## src/rtl/crtc_config_sequencer_if.sv

```systemverilog
// Bus bundle for the CRTC config sequencer: host-side CRTC pins and requests in,
// CRTC-side pins and status out. The sequencer itself uses the slave modport.
interface crtc_config_sequencer_if;
    logic       START;
    logic [1:0] MODE;
    logic       H_CSn, H_RS, H_RW, H_E;
    logic [7:0] H_D;
    logic       CSn, RS, RW, E;
    logic [7:0] D;
    logic       BUSY, DONE, H_WAIT;

    modport slave (
        input  START, MODE, H_CSn, H_RS, H_RW, H_E, H_D,
        output CSn, RS, RW, E, D, BUSY, DONE, H_WAIT
    );

    modport master (
        output START, MODE, H_CSn, H_RS, H_RW, H_E, H_D,
        input  CSn, RS, RW, E, D, BUSY, DONE, H_WAIT
    );
endinterface

```

## src/rtl/crtc_config_sequencer.sv

```systemverilog
// Writes a preset CRTC register table (R0..LAST_REG) over the 6845-style bus,
// taking the bus from the host only between its own cycles.
module crtc_config_sequencer #(
    parameter int AUTO_INIT = 1,
    parameter int LAST_REG  = 15
) (
    input  logic                    CLK,
    input  logic                    RSTn,
    crtc_config_sequencer_if.slave  bus
);

    localparam logic [3:0] LAST_IDX = (LAST_REG > 15) ? 4'd15 : 4'(LAST_REG);

    localparam logic [2:0] S_IDLE      = 3'd0;
    localparam logic [2:0] S_WAIT_HOST = 3'd1;
    localparam logic [2:0] S_ADDR      = 3'd2;
    localparam logic [2:0] S_DATA      = 3'd3;
    localparam logic [2:0] S_FINISH    = 3'd4;

    // Rows hold R0 in the most significant byte; R12..R15 are always zero.
    localparam logic [95:0] ROW0 = 96'h61_50_52_0F_19_06_19_19_02_0D_0B_0C;
    localparam logic [95:0] ROW1 = 96'h71_50_5A_0A_1F_06_19_1C_02_07_06_07;
    localparam logic [95:0] ROW2 = 96'h38_28_2D_0A_1F_06_19_1C_02_07_06_07;
    localparam logic [95:0] ROW3 = 96'h38_28_2D_0A_7F_06_64_70_02_01_06_07;
    localparam logic [3:0][95:0] TBL = {ROW3, ROW2, ROW1, ROW0};

    function automatic logic [7:0] table_byte(input logic [1:0] mode, input logic [3:0] idx);
        logic [95:0] row;
        logic [7:0]  b;
        row = TBL[mode];
        b   = 8'h00;
        for (int i = 0; i < 12; i++)
            if (idx == 4'(i)) b = row[8*(11-i) +: 8];
        return b;
    endfunction

    logic [2:0] state_q, state_d;
    logic [3:0] idx_q, idx_d;
    logic [1:0] phase_q, phase_d;
    logic [1:0] mode_q, mode_d;
    logic       auto_q, auto_d;

    logic       busy;
    logic       csn, rs, rw, e;
    logic [7:0] d;

    always_comb begin
        state_d = state_q;
        idx_d   = idx_q;
        phase_d = phase_q;
        mode_d  = mode_q;
        auto_d  = auto_q;
        case (state_q)
            S_IDLE: begin
                if (bus.START || auto_q) begin
                    mode_d  = bus.MODE;
                    idx_d   = 4'd0;
                    phase_d = 2'd0;
                    auto_d  = 1'b0;
                    state_d = bus.H_CSn ? S_ADDR : S_WAIT_HOST;
                end
            end
            S_WAIT_HOST: begin
                if (bus.H_CSn) begin
                    phase_d = 2'd0;
                    state_d = S_ADDR;
                end
            end
            S_ADDR: begin
                phase_d = phase_q + 2'd1;
                if (phase_q == 2'd3) state_d = S_DATA;
            end
            S_DATA: begin
                phase_d = phase_q + 2'd1;
                if (phase_q == 2'd3) begin
                    if (idx_q == LAST_IDX) begin
                        state_d = S_FINISH;
                    end else begin
                        idx_d   = idx_q + 4'd1;
                        state_d = S_ADDR;
                    end
                end
            end
            S_FINISH: state_d = S_IDLE;
            default:  state_d = S_IDLE;
        endcase
    end

    // auto_q arms the one-shot sequence that follows reset release.
    always_ff @(posedge CLK or negedge RSTn) begin
        if (!RSTn) begin
            state_q <= S_IDLE;
            idx_q   <= 4'd0;
            phase_q <= 2'd0;
            mode_q  <= 2'd0;
            auto_q  <= (AUTO_INIT != 0);
        end else begin
            state_q <= state_d;
            idx_q   <= idx_d;
            phase_q <= phase_d;
            mode_q  <= mode_d;
            auto_q  <= auto_d;
        end
    end

    assign busy = (state_q == S_ADDR) || (state_q == S_DATA);

    // E is high in P1/P2 only, so RS/D are settled a full CLK around its falling edge.
    always_comb begin
        csn = bus.H_CSn;
        rs  = bus.H_RS;
        rw  = bus.H_RW;
        e   = bus.H_E;
        d   = bus.H_D;
        if (busy) begin
            csn = 1'b0;
            rw  = 1'b0;
            rs  = (state_q == S_DATA);
            d   = (state_q == S_DATA) ? table_byte(mode_q, idx_q) : {4'b0000, idx_q};
            e   = (phase_q == 2'd1) || (phase_q == 2'd2);
        end else if (state_q == S_FINISH) begin
            csn = 1'b1;
            e   = 1'b0;
        end
    end

    assign bus.CSn    = csn;
    assign bus.RS     = rs;
    assign bus.RW     = rw;
    assign bus.E      = e;
    assign bus.D      = d;
    assign bus.BUSY   = busy;
    assign bus.DONE   = (state_q == S_FINISH);
    assign bus.H_WAIT = busy || (state_q == S_WAIT_HOST);

endmodule

```

## src/flat_wrapper.sv

```systemverilog
// flat-port wrapper written by rule: the top's interface ports become plain ports
module crtc_config_sequencer_flat 
#(
    parameter int AUTO_INIT = 1,
    parameter int LAST_REG  = 15
)
  (CLK, RSTn, bus_START, bus_MODE, bus_H_CSn, bus_H_RS, bus_H_RW, bus_H_E, bus_H_D, bus_CSn, bus_RS, bus_RW, bus_E, bus_D, bus_BUSY, bus_DONE, bus_H_WAIT);
  crtc_config_sequencer_if bus_i ();
  input  logic CLK;
  input  logic RSTn;
  input wire logic [$bits(bus_i.START)-1:0] bus_START;
  input wire logic [$bits(bus_i.MODE)-1:0] bus_MODE;
  input wire logic [$bits(bus_i.H_CSn)-1:0] bus_H_CSn;
  input wire logic [$bits(bus_i.H_RS)-1:0] bus_H_RS;
  input wire logic [$bits(bus_i.H_RW)-1:0] bus_H_RW;
  input wire logic [$bits(bus_i.H_E)-1:0] bus_H_E;
  input wire logic [$bits(bus_i.H_D)-1:0] bus_H_D;
  output wire logic [$bits(bus_i.CSn)-1:0] bus_CSn;
  output wire logic [$bits(bus_i.RS)-1:0] bus_RS;
  output wire logic [$bits(bus_i.RW)-1:0] bus_RW;
  output wire logic [$bits(bus_i.E)-1:0] bus_E;
  output wire logic [$bits(bus_i.D)-1:0] bus_D;
  output wire logic [$bits(bus_i.BUSY)-1:0] bus_BUSY;
  output wire logic [$bits(bus_i.DONE)-1:0] bus_DONE;
  output wire logic [$bits(bus_i.H_WAIT)-1:0] bus_H_WAIT;
  assign bus_i.START = bus_START;
  assign bus_i.MODE = bus_MODE;
  assign bus_i.H_CSn = bus_H_CSn;
  assign bus_i.H_RS = bus_H_RS;
  assign bus_i.H_RW = bus_H_RW;
  assign bus_i.H_E = bus_H_E;
  assign bus_i.H_D = bus_H_D;
  assign bus_CSn = bus_i.CSn;
  assign bus_RS = bus_i.RS;
  assign bus_RW = bus_i.RW;
  assign bus_E = bus_i.E;
  assign bus_D = bus_i.D;
  assign bus_BUSY = bus_i.BUSY;
  assign bus_DONE = bus_i.DONE;
  assign bus_H_WAIT = bus_i.H_WAIT;
  crtc_config_sequencer #(.AUTO_INIT(AUTO_INIT), .LAST_REG(LAST_REG)) u_core (.CLK(CLK), .RSTn(RSTn), .bus(bus_i));
endmodule
```

## config.mk

```make
export PLATFORM = sky130hd
export DESIGN_NAME = crtc_config_sequencer_flat
export DESIGN_NICKNAME = d
export VERILOG_FILES = /design/src/rtl/crtc_config_sequencer_if.sv /design/src/rtl/crtc_config_sequencer.sv /design/src/flat_wrapper.sv
export SDC_FILE = /design/constraint.sdc
export NUM_CORES = 1
export LEC_CHECK = 0
export CAP_MARGIN = 20
export CORE_ASPECT_RATIO = 0.8
export CORE_MARGIN = 3
export CORE_UTILIZATION = 55
export CTS_BUF_LIST = sky130_fd_sc_hd__clkbuf_8
export DETAILED_ROUTE_END_ITERATION = 10
export PLACE_DENSITY = 0.88
export SETUP_SLACK_MARGIN = 0.05
export SLEW_MARGIN = 10
export SYNTH_ARGS = -nofsm -noshare
export SYNTH_HDL_FRONTEND = slang
export SYNTH_SLANG_ARGS = --single-unit
```

## constraint.sdc

```tcl
create_clock -name CLK -period 5.68 [get_ports CLK]
set_input_delay 1.704 -clock CLK [delete_from_list [all_inputs] [get_ports CLK]]
set_output_delay 1.704 -clock CLK [all_outputs]
set_load 0.005 [all_outputs]
```

=== After elaboration in Yosys (flattened, before gate mapping) ===
Index checks and enable logic that the tools add are counted.
W data, S select, Z words.

* $add $sub $neg: 2
* Order comparisons: 1
* Equal/unequal tests: 24
* Mux-type cells: 36
* Reductions and logical operators: 13

{| class="wikitable"
|+ Operator list
! kind !! count
|-
| $bmux W96 S2 || 1
|-
| $mux W8 || 14
|-
| $mux W96 || 1
|-
| $eq A4 B4 Y1 const B || 5
|-
| $eq A4 B3 Y1 const B || 4
|-
| $mux W3 || 5
|-
| $mux W4 || 3
|-
| $pmux W3 S4 || 1
|-
| $eq A4 B2 Y1 const B || 2
|-
| $pmux W4 S2 || 1
|-
| $reduce_and A4 Y1 || 2
|-
| $eq A3 B2 Y1 const B || 2
|-
| $mux W1 || 6
|-
| $mux W2 || 3
|-
| $ne A2 B1 Y1 const B || 3
|-
| $pmux W2 S3 || 1
|-
| $add A4 B1 Y4 const B || 1
|-
| $eq A2 B2 Y1 const B || 2
|-
| $eq A4 B1 Y1 const B || 1
|-
| $logic_not A4 Y1 || 1
|-
| $logic_or A1 B1 Y1 || 4
|-
| $ne A2 B2 Y1 const B || 2
|-
| $eq A3 B1 Y1 const B || 1
|-
| $eq A3 B3 Y1 const B || 1
|-
| 9 further kinds || 9
|}

* Bits in registers: 12
* Input bits: 17
* Output and inout bits: 15
* Word-level logic and storage cells: 81

=== Depth between registers and ports, before layout ===
Gate-level depths: netlist of the first run.

* Word-level depth: 16
* Gate-level depth with buffers: 7
* Gate-level depth less buffers: 6

=== Least setup slack after synthesis of the first run ===
OpenSTA, ideal clock, no wires.

* Kind: input -> output
* From: in bus_H_D[1]
* To: out bus_D[1]
* Arrival time: 2.125 ns
* Required time: 3.976 ns
* Setup slack: 1.851 ns
* Stages on the path: 4
* Path buffers: 0
* Cell sequence: inv_1 mux2i_1 o2111ai_1 o21ai_1

* Longest elaborated chain between the ends: 1

{| class="wikitable"
|+ RTL lines
! element !! line !! RTL
|-
| from (decl) || flat_wrapper.sv:17 || <nowiki>input wire logic [$bits(bus_i.H_D)-1:0] bus_H_D;</nowiki>
|-
| $mux W8 || crtc_config_sequencer.sv:115 || <nowiki>if (busy) begin</nowiki>
|-
| to (decl) || flat_wrapper.sv:22 || <nowiki>output wire logic [$bits(bus_i.D)-1:0] bus_D;</nowiki>
|}

Every way passes these cells.

=== Worst setup path after layout of the first run ===
Ends and elaborated chain as after synthesis.

==> results of run 1 <==
cell type report:
cell class / count / area (µm²) / area share, %
multi-input combinational: 141 / 962 / 56.0
timing repair buffer: 31 / 310 / 18.1
sequential: 12 / 302 / 17.6
clock buffer: 4 / 55.1 / 3.21
inverter: 12 / 45.0 / 2.62
tap: 34 / 42.5 / 2.48
power by group:
part / leakage (nW) / internal, mW / switching [mW]
sequential: 0.143 / 0.117 / 0.0911
clock: 0.0288 / 0.0614 / 0.0340
combinational: 0.540 / 0.318 / 0.334
cell families (layout without fill, tap and decap cells):
| logic type | Yosys count | count (layout) |
|---|---|---|
| AND/OR/NAND/NOR | 72 | 72 |
| AO/OA/AOI/OAI | 52 | 52 |
| buffers and inverters | 25 | 47 |
| flip-flops | 12 | 12 |
| adder cells (fa/ha/maj) | 9 | 9 |
| multiplexers | 7 | 7 |
| XOR/XNOR | 1 | 1 |
cells in the final DEF (no fill, tap or decap), drive strengths merged, types with 5 or more instances in the layout:
master / instances
clkdlybuf4s50: 31
nand2: 20
o21ai: 15
nor2: 14
inv: 11
dfrtp: 11
ha: 9
a21oi: 8
nand2b: 7
nor3: 6
nor2b: 5
registers in the layout, summed over array words and instances (netlist names):
name	cells
u_core.phase_q	2
u_core.auto_q	1
u_core.mode_q	2
u_core.idx_q	4
u_core.state_q	3
metal layers:
metal	vias up	track usage, %	routed length, µm
met5	-	0	0
met1	672	34.8	1730
met2	71	40.7	1740
li1	687	-	-
met3	2	7.03	415
met4	0	6.25	13
per-stage QoR:
stage	cell area, µm²	util (%)	hold WS (ns)	setup WS, ns	total power [mW]
final	1720	75.6	0.496	0.776	0.955
after global routing	1720	75.6	0.517	0.724	1.02
after CTS	1720	75.6	0.494	0.772	0.944
after detailed placement	1660	73.2	0.484	0.771	0.844
after global placement	1660	73.2	0.479	0.805	0.819
after floorplan	1390	-	0.461	1.85	0.620
critical path, cell delays in order:
cell and delay (ns):
clkdlybuf4s50_1 0.45, inv_1 0.04, mux2i_1 0.19, o2111ai_1 0.14, o21ai_1 0.15, clkdlybuf4s50_1 0.52
how the worst max path moves through the flow:
| stage | startpoint | to | depth (start not counted) |
|---|---|---|---|
| after floorplan | bus_H_D[1] | bus_D[1] | 4 |
| after global placement | bus_H_D[1] | bus_D[1] | 6 |
| after CTS | bus_H_D[1] | bus_D[1] | 6 |
| after global routing | bus_H_D[1] | bus_D[1] | 6 |
| final | bus_H_D[1] | bus_D[1] | 6 |
| after detailed placement | bus_H_D[1] | bus_D[1] | 6 |
==> results.txt, run 1 <==
status: completed
Mapped Area: 1390 µm²
Vias/cell: 6.12
share of cells above drive strength 1: 6.50%
gr usage total: 25.6%
synth cell count leaders: nand2_1, nor2_1, o21ai_0
initial drt markers: 119
Max Cap Viol: 0
EDFF count, synth: 0
setup violators final: 0
Slew HR: 45.5%
CTS Hold Buffers Added: 0
hold crit path type: reg2reg
Yosys warning total: 0
most frequent cell after synthesis: nand2_1
core area: 2270 µm²
mux contribution to synthesized area: 5.32%
DRT Pass-1 Iters: 4
Worst Path Arrival: 3.20 ns
drt drc: 0
Mapped Cells: 178
Slew @ Worst Pin: 0.818 ns
Resized Gates After CTS: 0
Simple-Gate Fraction of Synth Area: 28.3%
WL per Instance: 16.7 µm
Critical Path Fanout Max: 2
Final Max Tran Viols: 0
post-synthesis sequential area ratio: 21.7%
Synth area leaders: dfrtp_1, ha_1, nand2_1, o21ai_0, nor2_1
total wire length: 3900 µm
Layout Nets: 227
Hold EP: u_core.auto_q
FFs w/ async S/R, synth: 100%
io pins: 32
CTS tree: built
Num CTS Buffers: 3
root buffer cell: clkbuf_8
leading area contributor after synthesis: dfrtp_1
minimum clock period: 4.90 ns
worst hold path depth: 1
Setup crit end kind: output pin
non-filler cells, final: 234
CTS H-tree depth: 1
port buffer count: 31
Final Hold Vio Count: 0
vias in the first global route: 1,340
final weighted congestion in routability-driven placement: 0.942
largest family of logic cells by synthesized area: simple AND/OR/NAND/NOR gates
Reg2Reg Depth: 4
post-synth top area share: 19.8%
Avg Inst Size Synth: 7.80 µm²
net count of the mapped netlist: 204
DIE AREA: 3170 µm²
fin crit share: 86.3%
Synth Register Bits: 12
post-synthesis adder-cell area fraction: 8.11%
RSZ-0062 raised after global routing: no
Post-DP HPWL: 2850 µm
compound-cell area share of the yosys netlist: 26.9%
Remaining Overflow, GRT: 0
Critical Path Source Type: input pin
Placed Cells: 230
initial core utilization: 61.2%
Max Root-Sink Buffers: 2
clk slew on worst S/H paths: 0.05 ns
post-route ant nets: 0
Achievable Freq: 204 MHz
hold path start: u_core.auto_q
worst skew pair latency: 0.25 ns
Setup Buffers After CTS: 0
top_reg_cell synth: dfrtp_1
FF-to-FF End: u_core.idx_q[3]
Peak VDD IR: 0.301 mV
vias: 1,432
WP data required: 3.98 ns
number of fill cells: 193
xor and xnor area share after synthesis: 0.631%
Pleak: 0.711 nW
internal reg-to-reg setup slack: 3.64 ns
first-pass GRT wire length: 6490 µm
setup TNS: 0 ns
Die Y: 50.9 µm
path type of the worst setup path: in2out
power per cell area: 556 nW/µm²
die width: 62.2 µm
largest net degree at the start of global routing: 25
clk_skew: 0.00366 ns
area delta synth->final: 23.6%
clk sinks: 12
R2R Path Start: u_core.idx_q[0]
antenna violations before repair: 0
placement row count: 15
diodes inserted: 0
post-synthesis cell type count: 54
(Power assumes the default switching activity.)
==> run 2: changes to the inputs <==
--- a/config.mk
+++ b/config.mk
@@ -11,7 +11,9 @@
 export CORE_UTILIZATION = 55
 export CTS_BUF_LIST = sky130_fd_sc_hd__clkbuf_8
 export DETAILED_ROUTE_END_ITERATION = 10
+export GPL_ROUTABILITY_DRIVEN = 0
 export PLACE_DENSITY = 0.88
+export RECOVER_POWER = 25
 export SETUP_SLACK_MARGIN = 0.05
 export SLEW_MARGIN = 10
 export SYNTH_ARGS = -nofsm -noshare
==> results.txt, run 2 (synthesis results as in run 1) <==
status: completed
port buffer count: 31 (unchanged)
final hold slack: 0.490 ns (-0.00654 ns)
worst skew pair latency: 0.26 ns (about the same)
most common cell after layout, fill and taps aside: clkdlybuf4s50_1
Util after Layout: 75.6% (unchanged)
Final Hold Vio Count: 0 (unchanged)
final worst slack: 0.782 ns (+0.00601 ns)
RSZ-0062 raised after global routing: no
diodes inserted: 0 (unchanged)
io pins: 32 (unchanged)
Place WS: 0.792 ns (+0.0211 ns)
Setup crit end kind: output pin
worst stage delay on the critical path: 0.52 ns (about the same)
initial core utilization: 61.2% (unchanged)
Critical Path Fanout Max: 2 (unchanged)
Setup Buffers After CTS: 0 (unchanged)
Worst path top cell family by delay: buffers and inverters
Slew @ Worst Pin: 0.816 ns (-0.00226 ns)
CP Cell Sequence: clkdlybuf4s50_1 -> inv_1 -> mux2i_1 -> o2111ai_1 -> o21ai_1 -> clkdlybuf4s50_1
Placed Cells: 230 (unchanged)
CTS H-tree depth: 1 (unchanged)
DIE AREA: 3170 µm² (unchanged)
root buffer cell: clkbuf_8
Max Cap Viol: 0 (unchanged)
internal reg-to-reg setup slack: 3.67 ns (+0.03 ns)
die width: 62.2 µm (unchanged)
Resized Gates After CTS: 0 (unchanged)
vias in the first global route: 1,261 (-5.9%)
most frequent cells in the layout: clkdlybuf4s50_1, nand2_1, nor2_1, o21ai_0
hold crit path type: reg2reg
initial drt markers: 108 (-9.2%)
Buf/Inv on CP: 3 (unchanged)
max reg flops: 4 (unchanged)
WL per Instance: 15.5 µm (-7.0%)
first-pass GRT wire length: 6050 µm (-6.7%)
setup TNS: 0 ns (unchanged)
Reg2Reg Depth: 4 (unchanged)
path type of the worst setup path: in2out
non-filler cells, final: 234 (unchanged)
Achievable Freq: 204 MHz (+0.12%)
Vias/cell: 6.17 (+0.84%)
worst hold path depth: 1 (unchanged)
Layout Nets: 227 (unchanged)
layer with the highest usage: met2
largest net degree at the start of global routing: 25 (unchanged)
FF-to-FF End: u_core.idx_q[3]
share of cells above drive strength 1: 6.50% (unchanged)
Peak VDD IR: 0.329 mV (+9.3%)
Worst Path Arrival: 3.19 ns (about the same)
Pleak: 0.712 nW (about the same)
multi-input logic area: 962 µm² (unchanged)
M1 GR Usage: 32.7% (-2.1 points)
hold path start: u_core.auto_q
minimum clock period: 4.90 ns (-0.00602 ns)
Hold EP: u_core.auto_q
gr usage total: 24.1% (-1.6 points)
Die Y: 50.9 µm (unchanged)
Critical Path Source Type: input pin
met3 Use GR: 7.25% (+0.22 points)
area delta synth->final: 23.6% (unchanged)
antenna violations before repair: 0 (unchanged)
met2 GRT Util: 38.0% (-2.7 points)
Post-DP HPWL: 2510 µm (-12%)
WP data required: 3.98 ns (about the same)
placement row count: 15 (unchanged)
DRT Pass-1 Iters: 5 (+1)
FF/Latch Area: 302 µm² (unchanged)
R2R Path Start: u_core.idx_q[1]
CP max-delay cell: clkdlybuf4s50_1
fin crit share: 86.2% (-0.11 points)
clk sinks: 12 (unchanged)
drt drc: 0 (unchanged)
CTS Hold Buffers Added: 0 (unchanged)
Slew HR: 45.6% (+0.15 points)
clk_skew: 0.00537 ns (+0.00171 ns)
clk slew on worst S/H paths: 0.05 ns (about the same)
power per cell area: 548 nW/µm² (-1.6%)
vias: 1,444 (+0.84%)
CTS tree: built
Final Max Tran Viols: 0 (unchanged)
setup violators final: 0 (unchanged)
Remaining Overflow, GRT: 0 (unchanged)
number of fill cells: 180 (-6.7%)
Top reg by flops: u_core.idx_q
core area: 2270 µm² (unchanged)
total wire length: 3630 µm (-7.0%)
Num CTS Buffers: 3 (unchanged)
Max Root-Sink Buffers: 2 (unchanged)
post-route ant nets: 0 (unchanged)
Most Frequent Cell on Critical Path: clkdlybuf4s50_1
largest registers: u_core.idx_q: 4 flops, u_core.state_q: 3 flops
[run 2: changes by cell type in the layout (fill, tap and decap cells not counted)]
| cell | delta |
|---|---|
| clkdlybuf4s50_1 | -1 |
| dlygate4sd3_1 | +1 |
[run 2: power breakdown]
group | internal, mW | switching [mW] | leakage, nW
Sequential | 0.117 | 0.0884 | 0.143
Clock | 0.0616 | 0.0379 | 0.0288
Combinational | 0.317 | 0.318 | 0.540
[run 2: worst max path at each step]
stage	to	slack, ns	start	cells after the start
finish	bus_D[1]	0.78	bus_H_D[1]	6
global route	bus_D[1]	0.73	bus_H_D[1]	6
CTS	bus_D[1]	0.79	bus_H_D[1]	6
detailed placement	bus_D[1]	0.79	bus_H_D[1]	6
global placement	bus_D[1]	0.81	bus_H_D[1]	6
floorplan	bus_D[1]	1.85	bus_H_D[1]	4
[run 2: metrics by stage]
step / power (mW) / area [µm²]
floorplan: 0.620 / 1390
global placement: 0.807 / 1660
detailed placement: 0.824 / 1660
CTS: 0.929 / 1720
global route: 1.01 / 1720
finish: 0.940 / 1720
[run 2: metal layers]
| metal | up-vias | wire length (µm) |
|---|---|---|
| met2 | 89 | 1570 |
| met3 | 2 | 450 |
| li1 | 692 | - |
| met1 | 661 | 1580 |
| met5 | - | 0 |
| met4 | 0 | 23 |
[run 2: final cells by class]
cell class / instances / area share [%]
tap: 34 / 2.48
inverter: 12 / 2.62
sequential: 12 / 17.6
clock buffer: 4 / 3.21
timing repair buffer: 31 / 18.1
multi-input combinational: 141 / 56.0
==> run 3: changes to the inputs <==
--- a/config.mk
+++ b/config.mk
@@ -8,14 +8,15 @@
 export CAP_MARGIN = 20
 export CORE_ASPECT_RATIO = 0.8
 export CORE_MARGIN = 3
-export CORE_UTILIZATION = 55
+export CORE_UTILIZATION = 56
 export CTS_BUF_LIST = sky130_fd_sc_hd__clkbuf_8
 export DETAILED_ROUTE_END_ITERATION = 10
 export GPL_ROUTABILITY_DRIVEN = 0
-export PLACE_DENSITY = 0.88
+export PLACE_DENSITY = 0.89
 export RECOVER_POWER = 25
 export SETUP_SLACK_MARGIN = 0.05
 export SLEW_MARGIN = 10
 export SYNTH_ARGS = -nofsm -noshare
 export SYNTH_HDL_FRONTEND = slang
 export SYNTH_SLANG_ARGS = --single-unit
+export TNS_END_PERCENT = 30
==> results.txt, run 3 (synthesis results as in run 1) <==
status: completed
hold crit path type: reg2reg
number of fill cells: 178 (-1.1%)
initial core utilization: 61.7% (+0.51 points)
power per cell area: 559 nW/µm² (+2.1%)
io pins: 32 (unchanged)
CTS H-tree depth: 1 (unchanged)
DIE AREA: 3120 µm² (-1.6%)
Max Root-Sink Buffers: 2 (unchanged)
core area: 2250 µm² (-0.83%)
initial drt markers: 126 (+17%)
Remaining Overflow, GRT: 0 (unchanged)
Buf/Inv on CP: 3 (unchanged)
fin crit share: 87.0% (+0.72 points)
die width: 61.7 µm (-0.80%)
final worst slack: 0.741 ns (-0.0410 ns)
area delta synth->final: 22.8%
final hold slack: 0.493 ns (+0.00344 ns)
RSZ-0062 raised after global routing: no
Final Max Tran Viols: 0 (unchanged)
Most Frequent Cell on Critical Path: clkdlybuf4s50_1
CP Cell Sequence: clkdlybuf4s50_1 -> inv_1 -> mux2i_1 -> o2111ai_1 -> o21ai_1 -> clkdlybuf4s50_1
Worst path top cell family by delay: buffers and inverters
Achievable Freq: 202 MHz (-0.83%)
Max Cap Viol: 0 (unchanged)
met2 routed wirelength: 1750 µm (+11%)
port buffer count: 31 (unchanged)
WP data required: 3.98 ns (about the same)
placement-stage cell area: 1650 µm² (-0.68%)
Place WS: 0.792 ns (-0.0000890 ns)
diodes inserted: 0 (unchanged)
Resized Gates After CTS: 0 (unchanged)
Die Y: 50.5 µm (-0.79%)
Slew HR: 44.7% (-0.94 points)
Final Hold Vio Count: 0 (unchanged)
DRT Pass-1 Iters: 5 (unchanged)
worst skew pair latency: 0.24 ns (-0.02 ns)
gr usage total: 26.8% (+2.7 points)
Vias/cell: 6.73 (+9.1%)
first-pass GRT wire length: 6400 µm (+5.7%)
clk sinks: 12 (unchanged)
WL per Instance: 17.5 µm (+13%)
Num CTS Buffers: 3 (unchanged)
vias in the first global route: 1,370 (+8.6%)
post-route ant nets: 0 (unchanged)
Post-DP HPWL: 2820 µm (+13%)
most frequent cells in the layout: clkdlybuf4s50_1, nand2_1, nor2_1, o21ai_0
uppermost routed layer: met4
CTS tree: built
drt drc: 0 (unchanged)
non-filler cells, final: 225 (-3.8%)
Critical Path Fanout Max: 2 (unchanged)
wire length on met3: 544 µm (+21%)
most common cell after layout, fill and taps aside: clkdlybuf4s50_1
largest registers: u_core.idx_q: 4 flops, u_core.state_q: 3 flops
Final Cell Area: 1710 µm² (-0.66%)
largest net degree at the start of global routing: 25 (unchanged)
total wire length: 3930 µm (+8.3%)
clk slew on worst S/H paths: 0.05 ns (about the same)
Setup crit end kind: output pin
Layout Nets: 227 (unchanged)
CTS Hold Buffers Added: 0 (unchanged)
clk_skew: 0.00474 ns (-0.000633 ns)
Critical Path Source Type: input pin
max reg flops: 4 (unchanged)
placement row count: 15 (unchanged)
worst stage delay on the critical path: 0.52 ns (about the same)
Slew @ Worst Pin: 0.830 ns (+0.0141 ns)
root buffer cell: clkbuf_8
Peak VDD IR: 0.275 mV (-16%)
internal reg-to-reg setup slack: 3.67 ns (about the same)
path type of the worst setup path: in2out
CP max-delay cell: clkdlybuf4s50_1
setup TNS: 0 ns (unchanged)
M1 WL: 1540 µm (-2.8%)
antenna violations before repair: 0 (unchanged)
Placed Cells: 221 (-3.9%)
setup violators final: 0 (unchanged)
share of cells above drive strength 1: 6.50% (unchanged)
vias: 1,515 (+4.9%)
Top reg by flops: u_core.idx_q
Pleak: 0.712 nW (unchanged)
Setup Buffers After CTS: 0 (unchanged)
Worst Path Arrival: 3.23 ns (+0.04 ns)
minimum clock period: 4.94 ns (+0.0410 ns)
-- run 3: routing by layer --
metal  global-route usage (%)  vias to the layer above
li1                         -                      698
met1                     36.7                      675
met2                     40.6                      124
met3                     8.48                       18
met4                     6.71                        0
met5                        0                        -
-- run 3: final timing paths --
path                                 startpoint           endpoint  cells after the start
worst max-delay path                 bus_H_D[1]           bus_D[1]                      6
worst min-delay path              u_core.auto_q      u_core.auto_q                      1
worst max register to register  u_core.idx_q[0]    u_core.idx_q[3]                      4
worst min register to register    u_core.auto_q      u_core.auto_q                      1
max in group asynchronous                  RSTn  u_core.state_q[1]                      1
min in group asynchronous                  RSTn    u_core.idx_q[2]                      1
-- run 3: report_power, final --
group / internal [mW] / switching, mW / leakage [nW]
clock: 0.0612 / 0.0311 / 0.0288
combinational: 0.318 / 0.335 / 0.540
sequential: 0.117 / 0.0911 / 0.143
total: 0.496 / 0.458 / 0.712
-- run 3: final cells by class --
class | count | area (µm²) | share of cell area [%]
Sequential cell | 12 | 302 | 17.7
Clock buffer | 4 | 55.1 | 3.23
Inverter | 12 | 45.0 | 2.64
Tap cell | 25 | 31.3 | 1.83
Multi-Input combinational cell | 141 | 962 | 56.4
Timing Repair Buffer | 31 | 310 | 18.2
-- run 3: stage by stage --
stage                     util (%)  total power, mW
after floorplan                  -            0.620
after global placement        73.3            0.807
after detailed placement      73.3            0.839
after CTS                     75.7            0.934
after global routing          75.7             1.02
final                         75.7            0.953
